<file path="src/rtl/matvec_mult_param.sv">
// matvec_mult_param: parametrised matrix-vector multiplier, y = A * x.
//
// Each matrix row is loaded into its own COLS-deep FIFO and the vector into a
// further FIFO. A start with every FIFO full launches the computation. The
// vector streams through a skewed shift chain so that MAC row r sees x[t-r]
// while popping its own row FIFO. Results may be accumulated across tiles
// (acc_keep).
//
// Ports:
//   clk, rst        clock (rising edge), asynchronous active-high reset
//   clr             synchronous flush of FIFOs/accumulators, return to IDLE
//   start, acc_keep start pulse; acc_keep=1 keeps previous sums
//   wr_en, wr_sel,  element write; wr_sel 0..ROWS-1 = matrix row,
//   wr_data         ROWS = vector
//   wr_ready        writes accepted (IDLE or DONE)
//   wr_err          pulse: write dropped
//   start_err       pulse: start rejected (some FIFO not full)
//   busy, done      COMPUTE / DONE state flags
//   result          row r sum at [r*ACC_W +: ACC_W]
module matvec_mult_param #(
  parameter int ROWS   = 8,
  parameter int COLS   = 8,
  parameter int DW     = 8,
  parameter int ACC_W  = 24,
  parameter bit SIGNED = 1'b0
) (
  input  logic                      clk,
  input  logic                      rst,
  input  logic                      clr,
  input  logic                      start,
  input  logic                      acc_keep,
  input  logic                      wr_en,
  input  logic [$clog2(ROWS+1)-1:0] wr_sel,
  input  logic [DW-1:0]             wr_data,
  output logic                      wr_ready,
  output logic                      wr_err,
  output logic                      start_err,
  output logic                      busy,
  output logic                      done,
  output logic [ROWS*ACC_W-1:0]     result
);

  localparam int NF = ROWS + 1;
  localparam int CW = $clog2(COLS + 1);
  localparam int IW = (COLS > 1) ? $clog2(COLS) : 1;
  localparam int TW = $clog2(ROWS + COLS + 1);
  localparam logic [CW-1:0] COLS_C = CW'(COLS);
  // One cycle beyond the last pop step drains the MAC operand register.
  localparam logic [TW-1:0] T_LAST = TW'(ROWS + COLS - 1);

  typedef enum logic [1:0] {S_IDLE, S_COMPUTE, S_DONE} state_t;

  state_t                  state;
  logic [TW-1:0]           t;
  logic [CW-1:0]           cnt      [NF];
  logic [DW-1:0]           mem      [NF][COLS];
  logic signed [ACC_W-1:0] acc      [ROWS];
  logic [DW-1:0]           row_head [ROWS];
  logic [DW-1:0]           x_stage  [ROWS];
  logic [DW-1:0]           a_p0     [ROWS];
  logic [DW-1:0]           x_p0     [ROWS];
  logic [ROWS-1:0]         en_p0;
  logic [ROWS-1:0]         pop_row;
  logic                    pop_vec;
  logic                    all_full;
  logic                    wr_ok;
  logic                    wr_accept;

  // FIFOs always drain completely, so the read slot is COLS minus occupancy.
  function automatic logic [IW-1:0] rd_idx(input logic [CW-1:0] c);
    logic [CW-1:0] d;
    d = COLS_C - c;
    return d[IW-1:0];
  endfunction

  // Full-width product, extended to the accumulator width per SIGNED.
  function automatic logic signed [ACC_W-1:0] mac_term(input logic [DW-1:0] a,
                                                       input logic [DW-1:0] x);
    logic signed [2*DW-1:0] as, xs, ps;
    logic [2*DW-1:0]        pu;
    if (SIGNED) begin
      as = (2*DW)'($signed(a));
      xs = (2*DW)'($signed(x));
      ps = as * xs;
      return ACC_W'(ps);
    end else begin
      pu = (2*DW)'(a) * (2*DW)'(x);
      return ACC_W'(pu);
    end
  endfunction

  always_comb begin
    all_full = 1'b1;
    wr_ok    = 1'b0;
    for (int f = 0; f < NF; f++) begin
      if (cnt[f] != COLS_C) all_full = 1'b0;
      if (int'(wr_sel) == f && cnt[f] != COLS_C) wr_ok = 1'b1;
    end
    wr_accept = wr_en && !clr && (state != S_COMPUTE) && wr_ok;
    pop_vec   = (state == S_COMPUTE) && (int'(t) < COLS);
    pop_row   = '0;
    for (int r = 0; r < ROWS; r++) begin
      pop_row[r]  = (state == S_COMPUTE) && (int'(t) >= r) && (int'(t) < r + COLS);
      row_head[r] = mem[r][rd_idx(cnt[r])];
    end
  end

  assign x_stage[0] = pop_vec ? mem[ROWS][rd_idx(cnt[ROWS])] : '0;

  // Skew chain: stage r carries stage r-1 delayed one cycle.
  if (ROWS > 1) begin : g_skew
    logic [DW-1:0] skew_q [ROWS-1];
    always_ff @(posedge clk or posedge rst) begin
      if (rst) begin
        for (int i = 0; i < ROWS-1; i++) skew_q[i] <= '0;
      end else if (clr) begin
        for (int i = 0; i < ROWS-1; i++) skew_q[i] <= '0;
      end else begin
        skew_q[0] <= x_stage[0];
        for (int i = 1; i < ROWS-1; i++) skew_q[i] <= skew_q[i-1];
      end
    end
    for (genvar r = 1; r < ROWS; r++) begin : g_tap
      assign x_stage[r] = skew_q[r-1];
    end
  end

  // FIFO storage: written at the occupancy slot.
  always_ff @(posedge clk) begin
    for (int f = 0; f < NF; f++)
      if (wr_accept && int'(wr_sel) == f) mem[f][cnt[f][IW-1:0]] <= wr_data;
  end

  // ---- stage p0: MAC operands captured from FIFO heads and skew taps ----
  always_ff @(posedge clk) begin
    for (int r = 0; r < ROWS; r++) begin
      a_p0[r] <= row_head[r];
      x_p0[r] <= x_stage[r];
    end
  end

  // ---- stage p1: accumulate, FIFO occupancy, control FSM ----
  always_ff @(posedge clk or posedge rst) begin
    if (rst) begin
      state     <= S_IDLE;
      t         <= '0;
      wr_err    <= 1'b0;
      start_err <= 1'b0;
      en_p0     <= '0;
      for (int f = 0; f < NF; f++) cnt[f] <= '0;
      for (int r = 0; r < ROWS; r++) acc[r] <= '0;
    end else begin
      wr_err    <= 1'b0;
      start_err <= 1'b0;
      if (clr) begin
        state <= S_IDLE;
        t     <= '0;
        en_p0 <= '0;
        for (int f = 0; f < NF; f++) cnt[f] <= '0;
        for (int r = 0; r < ROWS; r++) acc[r] <= '0;
      end else begin
        en_p0 <= pop_row;
        for (int r = 0; r < ROWS; r++)
          if (en_p0[r]) acc[r] <= acc[r] + mac_term(a_p0[r], x_p0[r]);
        case (state)
          S_IDLE, S_DONE: begin
            if (start && all_full) begin
              state <= S_COMPUTE;
              t     <= '0;
              if (!acc_keep)
                for (int r = 0; r < ROWS; r++) acc[r] <= '0;
            end else if (start) begin
              start_err <= 1'b1;
            end
            if (wr_en && !wr_ok) wr_err <= 1'b1;
            for (int f = 0; f < NF; f++)
              if (wr_accept && int'(wr_sel) == f) cnt[f] <= cnt[f] + 1'b1;
          end
          S_COMPUTE: begin
            if (wr_en) wr_err <= 1'b1;
            if (t == T_LAST) state <= S_DONE;
            else             t     <= t + 1'b1;
            for (int r = 0; r < ROWS; r++)
              if (pop_row[r]) cnt[r] <= cnt[r] - 1'b1;
            if (pop_vec) cnt[ROWS] <= cnt[ROWS] - 1'b1;
          end
          default: state <= S_IDLE;
        endcase
      end
    end
  end

  assign wr_ready = (state != S_COMPUTE);
  assign busy     = (state == S_COMPUTE);
  assign done     = (state == S_DONE);

  always_comb begin
    result = '0;
    for (int r = 0; r < ROWS; r++) result[r*ACC_W +: ACC_W] = acc[r];
  end

endmodule

</file>
<file path="config.mk">
export PLATFORM = sky130hd
export DESIGN_NAME = matvec_mult_param
export DESIGN_NICKNAME = d
export VERILOG_FILES = /design/src/rtl/matvec_mult_param.sv
export SDC_FILE = /design/constraint.sdc
export NUM_CORES = 2
export LEC_CHECK = 0
export BUFFER_PORTS_ARGS = -buffer_cell sky130_fd_sc_hd__buf_2
export CAP_MARGIN = 40
export CORE_ASPECT_RATIO = 1.5
export CORE_UTILIZATION = 40
export DETAILED_ROUTE_END_ITERATION = 10
export PLACE_DENSITY = 0.58
export RECOVER_POWER = 100
export SYNTH_ARGS = -nofsm -noshare
export SYNTH_HDL_FRONTEND = slang
export SYNTH_SLANG_ARGS = --single-unit
</file>
<file path="constraint.sdc">
create_clock -name clk -period 11.6 [get_ports clk]
set_input_delay 1.16 -clock clk [delete_from_list [all_inputs] [get_ports clk]]
set_output_delay 1.16 -clock clk [all_outputs]
set_load 0.02 [all_outputs]
</file>
==> impl_metrics.json <==
{
  "drive_above_1_share_pct": 7.030,
  "utilization_pct": 44.56,
  "ys_ff_latch": 1005,
  "synth_top_family_by_area": "adder cells",
  "rsz0062_at_grt": "false",
  "die_h_um": 479.8,
  "outcome": "finished with violations",
  "timing.fmax_ghz": 0.1273,
  "synth_simple_gate_area_share_pct": 13.10,
  "synthMuxAreaShare_pct": 7.943,
  "drc": 0,
  "synth_xor_area_share_pct": 3.582,
  "ys_seq_area_share_pct": 44.99,
  "hpwl_um": 106600,
  "cts_tree": "built",
  "p_comb_share_pct": 1.9,
  "syn_inst": 5139,
  "yosys_warnings": 0,
  "grt_pass1_vias": 40280,
  "vias": 38610,
  "synth_nets": 5924,
  "clkSinkCount": 1005,
  "port_buffers": 214,
  "synth.distinct_cells": 88,
  "finalCritPeriodShare_pct": 67.71,
  "cp-start-kind": "register",
  "drv_cap": 30,
  "pre_cts_ws_ps": 5741,
  "pwr-share-clk_pct": 45.7,
  "leakagePower_uw": 0.02854,
  "clock_latency_ps": 730,
  "postCtsSetupRepairBufs": 0,
  "synth_area_leaders": "edfxtp_1, dfrtp_1, fa_1, ha_1, mux4_2",
  "cts_buffers": 100,
  "grt-ovfl-total": 0,
  "grtUsageTotal_pct": 18.94,
  "antenna_found_initial": 8,
  "final.setup.tns_ps": 0,
  "clock_skew_ps": 39.30,
  "syn_area_per_cell_um2": 11.85,
  "initial_core_util_pct": 40.24,
  "synth_fa_ha_area_share_pct": 19.52,
  "ctsResizeCount": 0,
  "grt_max_degree": 107,
  "io_pins": 215,
  "cts_hold_buf": 0,
  "yosys-top-cells-count": "edfxtp_1, inv_1, ha_1, and2_1, nor2_1",
  "arrival_ps": 8450,
  "hp-class": "reg -> reg",
  "internal_power_uw": 5702,
  "cp-end-kind": "register",
  "synth_compound_area_share_pct": 6.922,
  "report.final.slew_viol_count": 1492,
  "grt_pass1_wl_um": 229100,
  "ant_nets": 0,
  "synth.most_common_cell": "edfxtp_1",
  "gp_congestion": 0.8571,
  "fp-row-count": 175,
  "crit_type": "reg -> reg",
  "synthFlopType": "edfxtp_1",
  "setup_viol": 0,
  "drt_iter0_drc": 1839,
  "root_buffer": "clkbuf_16",
  "worst_slack_ps": 3746,
  "drt-pass1-iter-count": 7,
  "switching_share_pct": 21.52,
  "max-slew-margin-rel_pct": -254.3,
  "clkSlewWorstSetupHoldPaths_ps": 60,
  "hold_viol": 0,
  "ys_async_sr_fraction_pct": 29.95,
  "die_area_um2": 153800,
  "worstMarginPinSlew_ps": 5314,
  "powerDensity_nw_per_um2": 107.8,
  "post-route-min-period_ps": 7854,
  "routed_via_density": 5.128,
  "synth_area_leader_cell": "edfxtp_1",
  "synth_edf_count": 576,
  "max-vdd-ir-drop_mv": 0.1011,
  "htreeDepth": 3,
  "design.core.area_um2": 151300,
  "crit_required_ps": 12190,
  "p_sw_uw": 1564,
  "netlist_area_um2": 60880,
  "die_x_um": 320.5,
  "syn2layout_area_growth_pct": 10.74,
  "violations": "capacitance limit, slew limit",
  "seqPwrFrac_pct": 52.4,
  "nets": 6192,
  "critPathMaxFanout": 64,
  "wire_per_inst_um": 19.05,
  "wl_um": 143400,
  "synth_top_area_share_pct": 28.41,
  "clock_path_buffers": 3
}
-- cells in the final DEF, fill, tap and decap left out, types with 73 or more instances in the layout --
| master | count |
|---|---|
| fa_1 | 305 |
| nor3_1 | 73 |
| o21ai_0 | 97 |
| ha_1 | 462 |
| inv_1 | 495 |
| nor2_1 | 362 |
| edfxtp_1 | 576 |
| nor2b_1 | 112 |
| xor2_1 | 79 |
| mux2i_1 | 86 |
| dfxtp_1 | 128 |
| nand2_1 | 292 |
| clkbuf_16 | 106 |
| a21oi_1 | 211 |
| and2_1 | 447 |
| dfrtp_1 | 301 |
| mux4_2 | 144 |
| clkbuf_1 | 278 |
| xnor2_1 | 170 |
-- logic make-up after synthesis --
kind of cell	count (synthesis)
adder cells (fa/ha/maj)	767
AO/OA/AOI/OAI	653
multiplexers	295
buffers and inverters	623
flip-flops	1005
AND/OR/NAND/NOR	1547
XOR/XNOR	249
-- path summary, 6_finish.rpt --
check	from	to	slack, ps	depth (start not counted)
worst min register to register	g_skew.skew_q[0]$_DFF_PP0_	x_p0[1][24]$_DFF_P_	340	0
worst max register to register	cnt[16]$_DFFE_PP0P_	result[159]$_DFF_PP0_	3750	12
max in group asynchronous	rst	cnt[8]$_DFFE_PP0P_	4440	4
worst max-delay path	cnt[16]$_DFFE_PP0P_	result[159]$_DFF_PP0_	3750	12
min in group asynchronous	rst	result[130]$_DFF_PP0_	1970	2
worst min-delay path	g_skew.skew_q[0]$_DFF_PP0_	x_p0[1][24]$_DFF_P_	340	0
-- final cells by class --
class	count	area [µm²]
timing repair buffer	288	1204
clock buffer	138	2846
inverter	501	1882
clock inverter	48	489.2
sequential	1005	27390
tap	2035	2546
multi-input combinational	3511	31060
antenna	2	5.005
fill	14070	83880
-- metal layers --
| metal | global-route usage (%) | wire, µm | vias to the layer above |
|---|---|---|---|
| li1 | - | - | 18420 |
| met1 | 23.50 | 60590 | 19280 |
| met2 | 33.51 | 71690 | 702 |
| met3 | 3.052 | 7013 | 190 |
| met4 | 5.918 | 4090 | 8 |
| met5 | 0 | 51 | - |
-- state kept, by name (all words and copies together) (netlist names) --
register / flops
wr_err: 1
x_p0: 64
a_p0: 64
result: 192
mem: 576
cnt: 36
t: 5
en_p0: 8
state: 2
g_skew.skew_q: 56
start_err: 1
-- stage by stage --
stage | power (µW) | hold slack [ps] | instance area [µm²] | cells
floorplan | 3941 | 324.2 | 60880 | 5139
global placement | 4019 | 330.6 | 64410 | 7319
detailed placement | 4026 | 329.4 | 64650 | 7340
CTS | 7377 | 343.1 | 67990 | 7526
global route | 7500 | 348.1 | 67420 | 7527
finish | 7266 | 340.2 | 67420 | 7528
-- worst max-delay path, cell delays in order, from the launching register on --
cell and delay, ps:
dfrtp_1 350, clkbuf_1 610, inv_1 410, ha_1 260, nand3b_1 150, nor4_1 300
nand3_1 130, nor3b_1 530, a21o_1 2030, clkbuf_1 2280, or3_1 280, mux2i_1 80
a31o_2 220
-- power groups by stage --
stage	logic (µW)	registers, µW	clock network, µW
final	139	3810	3320
after global routing	154	3810	3540
after CTS	151	3800	3430
after detailed placement	151	3870	0
after global placement	145	3870	0
after floorplan	71.4	3870	0
(Power assumes the default switching activity.)
